--- src/rtl/hack_pkg.sv ---
// Shared definitions for the Hack ROM loader: word/byte widths, memory depth
// and the loader state encoding.
package hack_pkg;

  localparam int WORD_W    = 16;
  localparam int BYTE_W    = 8;
  localparam int ROM_DEPTH = 32768;

  // Loader states. CSUM_HI/CSUM_LO are only reachable when the checksum
  // option is compiled in.
  typedef enum logic [3:0] {
    IDLE    = 4'd0,
    HDR_HI  = 4'd1,
    HDR_LO  = 4'd2,
    CHECK   = 4'd3,
    DATA_HI = 4'd4,
    DATA_LO = 4'd5,
    WRITE   = 4'd6,
    CSUM_HI = 4'd7,
    CSUM_LO = 4'd8,
    DONE    = 4'd9,
    ERROR   = 4'd10
  } state_e;

endpackage

--- src/rtl/rom_loader_if.sv ---
// Byte-stream input and instruction-memory write port of the ROM loader.
//
// Handshake: a byte moves on a rising clk edge where in_valid && in_ready.
// The host holds in_data stable while in_valid is high and not yet accepted;
// in_ready depends only on loader state, never on in_valid. wr_en is a
// one-cycle strobe with wr_addr/wr_data stable during that cycle.
interface rom_loader_if #(
  parameter int ADDR_W = 15
);
  logic              in_valid;
  logic [7:0]        in_data;
  logic              in_ready;
  logic              wr_en;
  logic [ADDR_W-1:0] wr_addr;
  logic [15:0]       wr_data;

  // Host side: produces the byte stream and observes the memory writes.
  modport master (
    output in_valid, in_data,
    input  in_ready, wr_en, wr_addr, wr_data
  );

  // Loader side.
  modport slave (
    input  in_valid, in_data,
    output in_ready, wr_en, wr_addr, wr_data
  );
endinterface

--- src/rtl/rom_loader_byte_pack.sv ---
// Big-endian byte-to-word assembler. The high byte is parked in a holding
// register until the low byte arrives, so a stalled stream keeps the partial
// word indefinitely.
module rom_loader_byte_pack
  import hack_pkg::*;
(
  input  logic              clk,
  input  logic              rst_n,
  input  logic              hi_en,
  input  logic              lo_en,
  input  logic [BYTE_W-1:0] byte_in,
  output logic [WORD_W-1:0] word_o
);

  logic [BYTE_W-1:0] hi_q, hi_d;
  logic [WORD_W-1:0] word_q, word_d;

  // Capture the high byte, then publish the full word on the low byte.
  always_comb begin
    hi_d   = hi_q;
    word_d = word_q;
    if (hi_en) hi_d = byte_in;
    if (lo_en) word_d = {hi_q, byte_in};
  end

  // Holding and output registers.
  always_ff @(posedge clk or negedge rst_n) begin
    if (!rst_n) begin
      hi_q   <= '0;
      word_q <= '0;
    end else begin
      hi_q   <= hi_d;
      word_q <= word_d;
    end
  end

  assign word_o = word_q;

endmodule

--- src/rtl/rom_loader.sv ---
// Hack ROM loader: receives a 16-bit word-count header followed by
// big-endian instruction words over a byte stream and writes them to
// sequential instruction-memory addresses, holding the CPU in reset until a
// load completes. Optional build macro ROM_LOADER_CHECKSUM_EN appends a
// big-endian 16-bit checksum (mod-2^16 sum of the data words) to the stream.
module rom_loader
  import hack_pkg::*;
#(
  parameter int SIZE   = ROM_DEPTH,
  parameter int ADDR_W = $clog2(SIZE)
) (
  input  logic   clk,
  input  logic   rst_n,
  input  logic   start,
  rom_loader_if.slave bus,
  output logic   cpu_hold,
  output logic   busy,
  output logic   done,
  output logic   error,
  output state_e dbg_state
);

  state_e            state_q, state_d;
  logic [15:0]       count_q, count_d;
  logic [ADDR_W-1:0] wr_addr_q, wr_addr_d;
  logic              pack_hi, pack_lo;
  logic [15:0]       word;
  logic              xfer;
  logic              last_word;
`ifdef ROM_LOADER_CHECKSUM_EN
  logic [15:0]       csum_q, csum_d;
  logic [7:0]        csum_hi_q, csum_hi_d;
`endif

  assign xfer      = bus.in_valid && bus.in_ready;
  // Written addresses run 0..count-1, so the current write is the last one
  // when addr+1 reaches count.
  assign last_word = (32'(wr_addr_q) + 32'd1) == 32'(count_q);

  rom_loader_byte_pack u_pack (
    .clk     (clk),
    .rst_n   (rst_n),
    .hi_en   (pack_hi),
    .lo_en   (pack_lo),
    .byte_in (bus.in_data),
    .word_o  (word)
  );

  // State and datapath registers.
  always_ff @(posedge clk or negedge rst_n) begin
    if (!rst_n) begin
      state_q   <= IDLE;
      count_q   <= '0;
      wr_addr_q <= '0;
`ifdef ROM_LOADER_CHECKSUM_EN
      csum_q    <= '0;
      csum_hi_q <= '0;
`endif
    end else begin
      state_q   <= state_d;
      count_q   <= count_d;
      wr_addr_q <= wr_addr_d;
`ifdef ROM_LOADER_CHECKSUM_EN
      csum_q    <= csum_d;
      csum_hi_q <= csum_hi_d;
`endif
    end
  end

  // Next-state and datapath update.
  always_comb begin
    state_d   = state_q;
    count_d   = count_q;
    wr_addr_d = wr_addr_q;
    pack_hi   = 1'b0;
    pack_lo   = 1'b0;
`ifdef ROM_LOADER_CHECKSUM_EN
    csum_d    = csum_q;
    csum_hi_d = csum_hi_q;
`endif
    case (state_q)
      IDLE, DONE, ERROR: begin
        if (start) begin
          state_d   = HDR_HI;
          wr_addr_d = '0;
`ifdef ROM_LOADER_CHECKSUM_EN
          csum_d    = '0;
`endif
        end
      end
      HDR_HI: begin
        if (xfer) begin
          count_d = {bus.in_data, count_q[7:0]};
          state_d = HDR_LO;
        end
      end
      HDR_LO: begin
        if (xfer) begin
          count_d = {count_q[15:8], bus.in_data};
          state_d = CHECK;
        end
      end
      CHECK: begin
        if (32'(count_q) > 32'(SIZE)) begin
          state_d = ERROR;
        end else if (count_q == 16'd0) begin
`ifdef ROM_LOADER_CHECKSUM_EN
          state_d = CSUM_HI;
`else
          state_d = DONE;
`endif
        end else begin
          state_d = DATA_HI;
        end
      end
      DATA_HI: begin
        if (xfer) begin
          pack_hi = 1'b1;
          state_d = DATA_LO;
        end
      end
      DATA_LO: begin
        if (xfer) begin
          pack_lo = 1'b1;
          state_d = WRITE;
        end
      end
      WRITE: begin
        wr_addr_d = wr_addr_q + ADDR_W'(1);
`ifdef ROM_LOADER_CHECKSUM_EN
        csum_d    = csum_q + word;
        state_d   = last_word ? CSUM_HI : DATA_HI;
`else
        state_d   = last_word ? DONE : DATA_HI;
`endif
      end
`ifdef ROM_LOADER_CHECKSUM_EN
      CSUM_HI: begin
        if (xfer) begin
          csum_hi_d = bus.in_data;
          state_d   = CSUM_LO;
        end
      end
      CSUM_LO: begin
        if (xfer) begin
          state_d = ({csum_hi_q, bus.in_data} == csum_q) ? DONE : ERROR;
        end
      end
`endif
      default: state_d = IDLE;
    endcase
  end

  // Outputs decoded from the current state; done/error stay set while the
  // FSM rests in DONE/ERROR, which makes them sticky until the next start.
  always_comb begin
    bus.in_ready = 1'b0;
    busy         = 1'b0;
    case (state_q)
      HDR_HI, HDR_LO, DATA_HI, DATA_LO: bus.in_ready = 1'b1;
`ifdef ROM_LOADER_CHECKSUM_EN
      CSUM_HI, CSUM_LO:                 bus.in_ready = 1'b1;
`endif
      default:                          bus.in_ready = 1'b0;
    endcase
    if (state_q != IDLE && state_q != DONE && state_q != ERROR) busy = 1'b1;
    bus.wr_en   = (state_q == WRITE);
    bus.wr_addr = wr_addr_q;
    bus.wr_data = word;
    done        = (state_q == DONE);
    error       = (state_q == ERROR);
    cpu_hold    = (state_q != DONE);
    dbg_state   = state_q;
  end

endmodule

--- src/flat_wrapper.sv ---
// flat-port wrapper written by rule: the top's interface ports become plain ports
module rom_loader_flat import hack_pkg::*;
#(
  parameter int SIZE   = ROM_DEPTH,
  parameter int ADDR_W = $clog2(SIZE)
)
  (clk, rst_n, start, cpu_hold, busy, done, error, dbg_state, bus_in_valid, bus_in_data, bus_in_ready, bus_wr_en, bus_wr_addr, bus_wr_data);
  rom_loader_if #(.ADDR_W(ADDR_W)) bus_i ();
  input  logic clk;
  input  logic rst_n;
  input  logic start;
  output logic cpu_hold;
  output logic busy;
  output logic done;
  output logic error;
  output state_e dbg_state;
  input wire logic [$bits(bus_i.in_valid)-1:0] bus_in_valid;
  input wire logic [$bits(bus_i.in_data)-1:0] bus_in_data;
  output wire logic [$bits(bus_i.in_ready)-1:0] bus_in_ready;
  output wire logic [$bits(bus_i.wr_en)-1:0] bus_wr_en;
  output wire logic [$bits(bus_i.wr_addr)-1:0] bus_wr_addr;
  output wire logic [$bits(bus_i.wr_data)-1:0] bus_wr_data;
  assign bus_i.in_valid = bus_in_valid;
  assign bus_i.in_data = bus_in_data;
  assign bus_in_ready = bus_i.in_ready;
  assign bus_wr_en = bus_i.wr_en;
  assign bus_wr_addr = bus_i.wr_addr;
  assign bus_wr_data = bus_i.wr_data;
  rom_loader #(.SIZE(SIZE), .ADDR_W(ADDR_W)) u_core (.clk(clk), .rst_n(rst_n), .start(start), .bus(bus_i), .cpu_hold(cpu_hold), .busy(busy), .done(done), .error(error), .dbg_state(dbg_state));
endmodule
--- config.mk ---
export PLATFORM = sky130hd
export DESIGN_NAME = rom_loader_flat
export DESIGN_NICKNAME = d
export VERILOG_FILES = /design/src/rtl/hack_pkg.sv /design/src/rtl/rom_loader_if.sv /design/src/rtl/rom_loader_byte_pack.sv /design/src/rtl/rom_loader.sv /design/src/flat_wrapper.sv
export SDC_FILE = /design/constraint.sdc
export NUM_CORES = 1
export LEC_CHECK = 0
export ABC_AREA = 0
export CORE_MARGIN = 5
export CORE_UTILIZATION = 46
export CTS_BUF_LIST = sky130_fd_sc_hd__clkbuf_4 sky130_fd_sc_hd__clkbuf_8
export CTS_CLUSTER_DIAMETER = 50
export DETAILED_ROUTE_END_ITERATION = 8
export GPL_TIMING_DRIVEN = 0
export HOLD_SLACK_MARGIN = 0.08
export MAX_ROUTING_LAYER = met4
export PLACE_DENSITY = 0.78
export RECOVER_POWER = 50
export REMOVE_ABC_BUFFERS = 1
export SLEW_MARGIN = 30
export SYNTH_ARGS = -nofsm -noshare
export SYNTH_HDL_FRONTEND = slang
export SYNTH_SLANG_ARGS = --single-unit
--- constraint.sdc ---
create_clock -name clk -period 2.8 [get_ports clk]
set_clock_uncertainty 0.2 [all_clocks]
set_input_delay 0.42 -clock clk [delete_from_list [all_inputs] [get_ports clk]]
set_output_delay 0.42 -clock clk [all_outputs]
set_load 0.005 [all_outputs]
---- Word-level counts from Yosys, hierarchy flattened ----
Index checks and enable logic that the tools add are counted.
cells by class
  $add $sub $neg .......................... 2
  $lt $le $gt $ge ......................... 1
  eq/ne operators ......................... 16
  multiplexer cells ....................... 19
  bitwise operators ....................... 2
  reductions and logical operators ........ 13
operators by type and width
  cell                     number
  $eq A32 B16 Y1           1
  $mux W4                  8
  $pmux W16 S2             1
  $pmux W15 S2             1
  $pmux W4 S7              1
  $add A15 B1 Y16 const B  1
  $gt A16 B16 Y1 const B   1
  $logic_not A16 Y1        1
  $mux W16                 1
  $add A15 B1 Y15 const B  1
  $mux W15                 1
  $eq A4 B3 Y1 const B     3
  $eq A4 B2 Y1 const B     2
  $eq A4 B4 Y1 const B     2
  $mux W8                  1
  $ne A2 B1 Y1 const B     4
  $ne A4 B4 Y1 const B     2
  $reduce_and A3 Y1        2
  $mux W1                  5
  $reduce_and A5 Y1        1
  $eq A4 B1 Y1 const B     1
  $logic_not A4 Y1         1
  $reduce_bool A4 Y1       1
  $reduce_or A4 Y1         1
  other kinds (6)          9
storage, ports and cells
  bits in registers ....................... 59
  logic and storage cells ................. 59

---- Depth between registers and ports, before layout ----
Gate-level depths: netlist of run 1.
  depth after elaboration ................. 6
  gate-level depth with buffers ........... 10

---- Cells and area by module ----
From an unflattened synthesis of run 1, not the netlist that was laid out.
unflattened totals
  cells, all modules ...................... 321
  area total of the unflattened synthesis .. 3268.1 µm²
modules (own cells, without submodules)
  module                times used  cells each  area an instance (µm²)
  rom_loader            1           270         2323.5
  rom_loader_byte_pack  1           51          944.7

---- Worst setup path before layout of run 1 ----
Ideal clock, no wire load.
  kind .................................... register to register
  start ................................... register u_core.wr_addr_q[0], in the netlist u_core.bus.wr_addr[0]
  end ..................................... register u_core.state_q[2], in the netlist u_core.dbg_state[2]
  data arrival time ....................... 2030 ps
  slack ................................... 452 ps
  cell stages (with the launch flop) ...... 8
  period minus slack after synthesis ...... 2348 ps
  cell sequence ........................... dfrtp_1 > ha_1 > and4_1 > nand4_1 > or3_1 > a211oi_2 > nand4_1 > a21o_1
on the way
  longest elaborated chain between the ends .. 4
ends and longest elaborated chain
  what                      RTL line           RTL
  start: declaration        rom_loader.sv:25   logic [ADDR_W-1:0] wr_addr_q, wr_addr_d;
  start signal: assignment  rom_loader.sv:62   wr_addr_q <= wr_addr_d;
  $add A15 B1 Y16           rom_loader.sv:38   assign last_word = (32'(wr_addr_q) + 32'd1) == 32'(count_q);
  $eq A32 B16 Y1            rom_loader.sv:38
  $mux W4                   rom_loader.sv:134  state_d = last_word ? DONE : DATA_HI;
  $pmux W4 S7               rom_loader.sv:81   case (state_q)
  end signal: assignment    rom_loader.sv:60   state_q <= state_d;
  end: declaration          rom_loader.sv:23   state_e state_q, state_d;
No other way between the ends.
A chain may end at the register's enable or synchronous reset.

---- Worst setup path after layout of run 1 ----
  start ................................... register u_core.state_q[0], in the netlist u_core.dbg_state[0]
  end ..................................... output port bus_wr_en
on the way
  longest elaborated chain between the ends .. 1
ends and longest elaborated chain
  what              RTL line            RTL
  $eq A4 B3 Y1      rom_loader.sv:167   bus.wr_en = (state_q == WRITE);
  end: declaration  flat_wrapper.sv:20  output wire logic [$bits(bus_i.wr_en)-1:0] bus_wr_en;
No other way between the ends.

==> results of run 1 <==
## registers in the layout, summed over array words and instances, names as in the netlist
name and flops:
u_core.bus.wr_addr 15, u_core.count_q 16, u_core.dbg_state 4, u_core.u_pack.hi_q 8, u_core.u_pack.word_o 16
## power by group
part	leakage, nW	switching [mW]	internal [mW]
logic	0.854	0.733	0.943
clock network	0.108	0.364	0.525
registers	0.743	0.393	1.19
## per-layer routing
metal	track usage	wire length, µm	up-vias
li1	-	-	1257
met1	0.2405	3455	1295
met5	-	0	-
met2	0.3103	3933	89
met4	0.09025	202	0
met3	0.04006	362	20
## metrics by stage
stage               setup slack (ns)    util    TNS (ns)  std cells  total power [mW]
global placement             -0.7017  0.5543      -44.74        449             3.166
detailed placement           -0.3966  0.5572      -5.195        450             3.251
CTS                         0.004840  0.5934           0        467             4.172
global route              -0.0003098  0.5954  -0.0003098        468             4.419
finish                       0.06760  0.5954           0        468             4.146
floorplan                     0.4440       -           0        301             2.523
## cells in the mapped netlist, types with 4 or more instances
cell type / n
dfrtp_1: 59
nand2_1: 40
mux2_2: 33
o21ai_0: 30
nor2_1: 16
clkbuf_1: 12
xnor2_1: 12
nand4_1: 8
a21oi_1: 7
xor2_1: 7
buf_2: 6
inv_1: 6
nand3_1: 6
nor3_1: 6
nor4_1: 5
o21ai_1: 4
## cell type report
type / count / area share
Multi-Input combinational cell: 235 / 0.4105
Sequential cell: 59 / 0.3622
Timing Repair Buffer: 55 / 0.1349
Clock buffer: 10 / 0.03365
Tap cell: 96 / 0.02937
Clock inverter: 6 / 0.02172
Inverter: 7 / 0.007648
## cells by family (layout without fill, tap and decap cells)
family,count (synthesis),after routing,synth area share
compound gates,66,66,0.1276
mux,36,36,0.1230
flops,59,59,0.4523
fa+ha+maj,1,1,0.003832
xor+xnor,21,21,0.06477
buf+inv,28,78,0.03794
simple gates,111,111,0.1905
## final timing paths
kind,startpoint,endpoint,slack [ns],depth (start not counted)
worst max-delay path,u_core.dbg_state[0],bus_wr_en,0.07,4
worst min-delay path,u_core.u_pack.hi_q[0],u_core.u_pack.word_o[8],0.31,1
worst min register to register,u_core.u_pack.hi_q[0],u_core.u_pack.word_o[8],0.31,1
max in group asynchronous,rst_n,u_core.dbg_state[0],0.44,2
worst max register to register,u_core.bus.wr_addr[3],u_core.dbg_state[2],0.10,6
min in group asynchronous,rst_n,u_core.u_pack.word_o[7],0.84,2
## timing repair
item / CTS / global route
gates resized for setup: 7 / 4
endpoints found under the setup margin: 16 / 3
setup buffers: 0 / 1
hold buffers: 1 / 0
gates cloned: 0 / 0
pin swaps: 1 / 0
endpoints found under the hold margin: 29 / 0
## worst register-to-register path: cells and delay by family (launching register included)
kind | cells | cell delay, ns
flip-flops | 1 | 0.68
AO/OA/AOI/OAI | 2 | 0.41
AND/OR/NAND/NOR | 4 | 1.31
==> metrics.csv, run 1 <==
stage,metric,value,unit
sta,hold_violations,0,
clock_network,cts_buffers,9,
sta,drv_slew,30,
sta,holdWs,0.3058,ns
synthesis,synth_warnings,0,
setup_path,cpPeakStageDelay,0.55,ns
setup_path,critPathKind,reg -> out,
sta,fin_crit,2.732,ns
place,portBuffers,52,
global_route,grtUsageTotal,0.1957,
layout,fill_cells,579,
synthesis,ys_seq_area_frac,0.4523,
setup_path,crit_required,2.18,ns
synthesis,synth_edf_count,0,
floorplan,die_area,8881,µm²
place,gp_congestion,0.9006,
global_route,grt_start_max_net_pins,31,
clock_network,clock-sinks,59,
sta,fin_crit_sh,0.9759,
place,dp_hpwl,5517,µm
layout,drive_gt1_frac,0.2016,
layout,stdcell_area,4090,µm²
sta,worst_pin_slew,1.701,ns
layout,final_cell_mix,"dfrtp_1, nand2_1, clkdlybuf4s50_1",
synthesis,yosysTopAreaCell,dfrtp_1,
clock_network,clk_latency,0.34,ns
setup_path,critPathArrivalTime,2.11,ns
floorplan,start_util,0.4752,
pwr,power.density_cell_area,1014,nW/µm²
layout,regArea,1481,µm²
routing,wl_per_cell,16.99,µm
floorplan,die_w,94.24,µm
sta,max_slew_margin,-0.1343,
run_status,status,"finished, violations left",
synthesis,synthArstFlopShare,1.000,
synthesis,syn_avg_cell_area,10.14,µm²
sta,setup_viol,0,
global_route,grt_pass1_vias,2611,
synthesis,synth.top_cell.area_share,0.4523,
layout,final_net_count,380,
job,max_cap_viol_count,1,
floorplan,coreArea,6869,µm²
floorplan,rows,30,
setup_path,crit_path_end_kind,output port,
routing,dr.pass1.iters,4,
synthesis,ys_ff_latch,59,
layout,multi_input_area,1679,µm²
floorplan,die_y,94.24,µm
synthesis,netlist_instances,322,
routing,avgViaCountPerCell,5.686,
routing,drt_wl_total,7953,µm
layout,area_growth,25.30,%
pwr,ir_worst_vdd,0.0006372,V
global_route,grt_pass1_wl,13140,µm
synthesis,synth_cell_type_count,57,
synthesis,synthTopCellsByArea,"dfrtp_1, mux2_2, nand2_1, o21ai_0, xnor2_1",
clock_network,clockBufferDepth,2,
routing,vias,2661,
sta,fmax,366.0,MHz
setup_path,cp_max_fo,17,
synthesis,netlist_area,3264,µm²
synthesis,ys.flop_type,dfrtp_1,
floorplan,io_pins,53,
layout,layout_commonest_cell,dfrtp_1,
global_route,grt.overflow.total,0,
setup_path,path_buf_inv,2,
place,placed_area,3827,µm²
setup_path,crit_path_start_kind,register,
pwr,p_leak,1.706,nW
clock_network,htreeDepth,3,
min_path,hold_path_class,reg -> reg,
setup_path,slowest_stage,clkdlybuf4s50_1,
global_route,antenna_found_initial,0,
routing,drtAntennaViolNets,0,
run_status,violations,"capacitance limit, slew limit",
routing,drt-initial-drc-count,186,
clock_network,clkTransAtPathRegs,0.07,ns
routing,drc,0,
setup_path,crit_chain,"nand2b_1, or2_4, inv_6, clkdlybuf4s50_1",
setup_path,cpLargestDelayFamily,buffers and inverters,
clock_network,ctsRootBufferMaster,clkbuf_8,
layout,antenna_cells,0,
clock_network,cts_tree,yes,
(Power assumes the default switching activity.)
==> inputs of run 2 (changes only) <==
Settings changed: PLACE_DENSITY 0.78 to 0.66, RECOVER_POWER 50 to 25.
==> run 2 against run 1 <==
  * The flow now finishes without violations
  * Total power is 0.53% higher
  * Largest cell class unchanged
  * Count of clock-buffer cells in the layout stayed put
  * Utilization is 0.36 points higher
  * Critical endpoint is now busy
  * Largest power group unchanged
  * Highest routed layer unchanged
==> metrics.csv, run 2 (synthesis results as in run 1) <==
stage,metric,value,unit
clock_network,clk_latency,0.34,ns
setup_path,cp_max_fo,10,
sta,max_slew_margin,0.3292,
job,max_cap_viol_count,0,
place,place_ws,-0.01455,ns
floorplan,rows,30,
routing,drt-initial-drc-count,149,
sta,rsz0062_at_grt,false,
setup_path,reg2reg_slack,0.22,ns
setup_path,crit_path_start_kind,register,
floorplan,coreArea,6869,µm²
sta,hold_violations,0,
sta,worst_pin_slew,1.006,ns
pwr,p_leak,1.697,nW
clock_network,cts_buffers,9,
global_route,grtUsageTotal,0.1922,
routing,avgViaCountPerCell,5.560,
place,gp_congestion,0.8197,
setup_path,crit_required,2.18,ns
place,placed_area,3839,µm²
layout,area_growth,26.06,%
sta,fmax,369.3,MHz
global_route,grt.overflow.total,0,
place,dp_hpwl,5366,µm
clock_network,cts_tree,yes,
pwr,ir_worst_vdd,0.0005726,V
min_path,min_to,u_core.u_pack.word_o[11],
routing,vias,2613,
setup_path,reg2reg_from,u_core.bus.wr_addr[4],
min_path,hold_path_class,reg -> reg,
layout,final_net_count,382,
setup_path,critPathKind,reg -> out,
routing,dr.pass1.iters,4,
sta,drv_slew,0,
global_route,met3_usage,0.04247,
global_route,grt_pass1_wl,12880,µm
floorplan,io_pins,53,
floorplan,die_area,8881,µm²
global_route,grt_use_met2,0.2908,
layout,drive_gt1_frac,0.2086,
layout,antenna_cells,0,
place,placed_cells,450,
clock_network,ctsRootBufferMaster,clkbuf_8,
min_path,worstHoldStart,u_core.u_pack.hi_q[3],
routing,drc,0,
layout,final_cell_mix,"dfrtp_1, clkdlybuf4s50_1, nand2_1",
layout,fill_cells,584,
setup_path,crit_path_end_kind,output port,
floorplan,die_w,94.24,µm
place,portBuffers,52,
layout,stdcell_count,470,
layout,layout_commonest_cell,dfrtp_1,
routing,wl_per_cell,16.50,µm
pwr,power.density_cell_area,1013,nW/µm²
sta,fin_crit,2.708,ns
floorplan,start_util,0.4752,
clock_network,htreeDepth,3,
setup_path,reg2reg_to,u_core.dbg_state[2],
sta,fin_crit_sh,0.9671,
layout,stdcell_area,4115,µm²
sta,setup_viol,0,
floorplan,die_y,94.24,µm
global_route,grt_pass1_vias,2515,
pwr,finalPower,4.168,mW
setup_path,reg2reg_depth,6,
global_route,antenna_found_initial,0,
global_route,grt_start_max_net_pins,46,
setup_path,critPathArrivalTime,2.09,ns
global_route,grt-busiest-layer,met2,
routing,drt_wl_total,7757,µm
sta,setup_slack,0.09205,ns
global_route,grt_use_met1,0.2575,
routing,drtAntennaViolNets,0,
clock_network,clockBufferDepth,2,
clock_network,clock-sinks,59,
min_path,whs_path_depth,1,
layout,utilization,0.5991,
run_status,status,"finished, final reports clean",
clock_network,clkTransAtPathRegs,0.07,ns
[run 2: cell count changes in the layout (fill, tap and decap cells not counted), sizes merged]
cell / change
buf: +1
clkdlybuf4s50: +16
or2: +1
dlygate4sd3: -16
[run 2: per-layer routing]
metal / vias up / part of all wire
li1: 1258 / -
met2: 67 / 0.47
met5: - / 0
met3: 12 / 0.047
met4: 0 / 0.015
met1: 1276 / 0.46
[run 2: worst max-delay path by stage]
| stage | start | endpoint | cells after the start |
|---|---|---|---|
| after floorplan | u_core.bus.wr_addr[0] | u_core.dbg_state[2] | 7 |
| after CTS | u_core.dbg_state[3] | bus_wr_en | 5 |
| final | u_core.dbg_state[3] | busy | 5 |
| after detailed placement | u_core.dbg_state[3] | u_core.bus.wr_addr[5] | 7 |
| after global routing | u_core.dbg_state[3] | bus_wr_en | 5 |
| after global placement | rst_n | u_core.u_pack.word_o[7] | 1 |
[run 2: cell type report]
type,instances,area (µm²),area share
clock inverters,6,88.84,0.02159
repair buffers,56,566.8,0.1377
inverters,7,31.28,0.007601
flip-flops and latches,59,1480,0.3597
well taps,96,120.1,0.02919
multi-input cells,236,1690,0.4108
clock buffers,10,137.6,0.03344
[run 2: metrics by stage]
| stage | setup TNS [ns] | hold WS [ns] |
|---|---|---|
| after CTS | 0 | 0.2726 |
| final | 0 | 0.3023 |
| after global placement | -52.45 | 0.2821 |
| after detailed placement | -0.05084 | 0.09965 |
| after global routing | 0 | 0.3118 |
| after floorplan | 0 | -0.07559 |
[run 2: timing repair]
| item | 4_1_cts | 5_1_grt |
|---|---|---|
| cloned | 0 | 1 |
| setup endpoints to repair | 13 | 3 |
| buffers inserted | 0 | 2 |
| endpoints found under the hold margin | 59 | 0 |
| pin swaps | 1 | 1 |
| resized for setup | 5 | 6 |
| hold buffers | 1 | 0 |
[run 2: worst max-delay path: stages, from the launching register on]
cell	delay, ns
dfrtp_2	0.48
nor2b_1	0.18
or3_1	0.37
a21oi_2	0.19
inv_1	0.07
clkdlybuf4s50_1	0.45
[run 2: power breakdown]
| part | switching, mW | internal [mW] |
|---|---|---|
| registers | 0.390 | 1.19 |
| clock network | 0.356 | 0.525 |
| logic | 0.713 | 0.997 |
| total | 1.46 | 2.71 |
==> inputs of run 3 (changes only) <==
Settings changed: PLACE_DENSITY 0.66 to 0.69.
Clock period 2.8 ns to 2.4 ns, I/O delays scaled along.
==> run 3 against run 2 <==
  * Utilization rose by 4.2 points
  * First-iteration DRC count is 22% higher
  * Design area increased by 7.1%
  * Sequential share of layout area shrank 2.1 points
  * Register-to-register slack got worse by 0.16 ns
  * Via count up 4.0%
  * Combinational power increased by 43%
  * Sequential power is 15% higher
  * Flip-flop and latch count unchanged
  * Final cell count grew 4.9%
  * Global-route usage is 0.77 points higher
  * Critical path depth did not move
  * Critical path type unchanged
  * Largest power group unchanged
==> metrics.csv, run 3 (synthesis results as in run 1) <==
stage,metric,value,unit
routing,vias,2717,
place,portBuffers,52,
global_route,grt.overflow.total,0,
layout,stdcell_count,493,
layout,area_growth,34.96,%
place,placed_area,3835,µm²
sta,rsz0062_at_grt,true,
routing,wl_per_cell,16.67,µm
setup_path,crit_start,u_core.dbg_state[1],
pwr,comb_power_share,0.460,
place,placed_cells,450,
floorplan,rows,30,
routing,drc,0,
setup_path,reg2reg_slack,0.06,ns
setup_path,reg2reg_from,u_core.bus.wr_addr[2],
pwr,power_frac_clock,0.198,
layout,fill_cells,561,
layout,regArea,1490,µm²
floorplan,io_pins,53,
sta,fmax,424.4,MHz
global_route,grt_pass1_vias,2710,
job,max_cap_viol_count,0,
run_status,status,"finished, final reports clean",
sta,max_slew_margin,0.4226,
global_route,antenna_found_initial,0,
pwr,power.density_cell_area,1206,nW/µm²
setup_path,reg2reg_depth,6,
clock_network,htreeDepth,3,
layout,final_cell_mix,"clkdlybuf4s50_1, dfrtp_1, nand2_1",
setup_path,crit_path_end_kind,output port,
global_route,grt_start_max_net_pins,47,
place,dp_hpwl,5358,µm
pwr,power_switching,1.845,mW
layout,drive_gt1_frac,0.2997,
pwr,p_leak,1.880,nW
sta,worst_pin_slew,0.8652,ns
clock_network,ctsRootBufferMaster,clkbuf_8,
place,place_ws,-0.6695,ns
layout,antenna_cells,0,
pwr,p_seq_frac,0.342,
clock_network,clk_latency,0.34,ns
clock_network,clockBufferDepth,2,
layout,multi_input_area,1765,µm²
clock_network,cts_buffers,9,
floorplan,die_area,8881,µm²
layout,stdcell_area,4405,µm²
routing,drt-initial-drc-count,182,
place,gp_congestion,0.8240,
routing,drt_wl_total,8216,µm
sta,drv_slew,0,
pwr,ir_worst_vdd,0.0008039,V
sta,setup_viol,0,
layout,final_net_count,405,
setup_path,cp_max_fo,7,
floorplan,die_w,94.24,µm
setup_path,crit_path_start_kind,register,
global_route,grt_pass1_wl,13500,µm
sta,finalSetupTns,0,ns
sta,setup_slack,0.04392,ns
setup_path,critPathKind,reg -> out,
sta,fin_crit,2.356,ns
setup_path,crit_required,1.84,ns
routing,drtAntennaViolNets,0,
setup_path,slowest_stage,dfrtp_2,
routing,avgViaCountPerCell,5.511,
min_path,hold_path_class,reg -> reg,
floorplan,coreArea,6869,µm²
floorplan,start_util,0.4752,
floorplan,die_y,94.24,µm
clock_network,cts_tree,yes,
clock_network,clkTransAtPathRegs,0.07,ns
sta,hold_violations,0,
clock_network,clock-sinks,59,
setup_path,crit_chain,"nor2b_4, or3_4, a21oi_4, inv_2, clkdlybuf4s15_1",
routing,dr.pass1.iters,4,
setup_path,reg2reg_to,u_core.dbg_state[2],
setup_path,path_buf_inv,2,
pwr,p_sw_frac,0.3473,
setup_path,path_depth,5,
pwr,intPower,3.467,mW
setup_path,cpLargestDelayFamily,simple AND/OR/NAND/NOR gates,
setup_path,crit_end,busy,
global_route,grtUsageTotal,0.1998,
setup_path,critPathArrivalTime,1.80,ns
sta,fin_crit_sh,0.9817,
setup_path,cpPeakStageDelay,0.48,ns
sta,holdWs,0.3021,ns
==> run 3: through the flow <==
| stage | power (mW) | utilization |
|---|---|---|
| floorplan | 2.944 | - |
| global placement | 3.708 | 0.5543 |
| detailed placement | 3.782 | 0.5583 |
| CTS | 5.116 | 0.6235 |
| global route | 5.690 | 0.6413 |
| finish | 5.311 | 0.6413 |
==> run 3: worst register-to-register path, cell delays in order (launching register included) <==
cell	delay, ns
dfrtp_2	0.48
nand3_4	0.17
or4_4	0.59
nor4b_4	0.30
o221a_2	0.24
nand4_1	0.09
a21o_1	0.17
==> run 3: power groups by stage <==
| stage | Sequential (mW) | Clock, mW | Combinational [mW] |
|---|---|---|---|
| 2_1_floorplan | 1.74 | 0 | 1.20 |
| 3_3_place_gp | 1.82 | 0 | 1.88 |
| 3_5_place_dp | 1.85 | 0 | 1.94 |
| 4_1_cts | 1.80 | 1.07 | 2.25 |
| 5_1_grt | 1.88 | 1.14 | 2.67 |
| 6_report | 1.81 | 1.05 | 2.44 |
==> run 3: routing by layer <==
layer  track usage  routed length [µm]  share of wire
met5             -                   0              0
met1        0.2501                3657           0.45
met2        0.3203                4081           0.50
met3       0.05128                 352          0.043
met4       0.05776                 125          0.015
==> run 3: final cells by class <==
class	instances	area share
inverter	7	0.008236
sequential	59	0.3383
clock inverter	5	0.01931
timing repair buffer	80	0.1718
clock buffer	11	0.03437
multi-input combinational	235	0.4007
tap	96	0.02726
==> run 3: worst min path at each step <==
| stage | start | to | slack, ns | depth (start not counted) |
|---|---|---|---|---|
| detailed placement | rst_n | u_core.bus.wr_addr[3] | 0.03 | 1 |
| floorplan | rst_n | u_core.bus.wr_addr[0] | -0.14 | 0 |
| CTS | rst_n | u_core.bus.wr_addr[8] | 0.22 | 2 |
| global placement | u_core.u_pack.hi_q[3] | u_core.u_pack.word_o[11] | 0.28 | 1 |
| global route | u_core.u_pack.hi_q[0] | u_core.u_pack.hi_q[0] | 0.32 | 1 |
| finish | u_core.u_pack.hi_q[7] | u_core.u_pack.word_o[15] | 0.30 | 1 |
==> run 3: timing repair <==
item | 4_1_cts | 5_1_grt
gates resized for setup | 26 | 18
setup endpoints to repair | 22 | 22
pin swaps | 2 | 9
hold buffers | 1 | 0
endpoints found under the hold margin | 59 | 0
buffers inserted | 18 | 8
cloned | 0 | 0
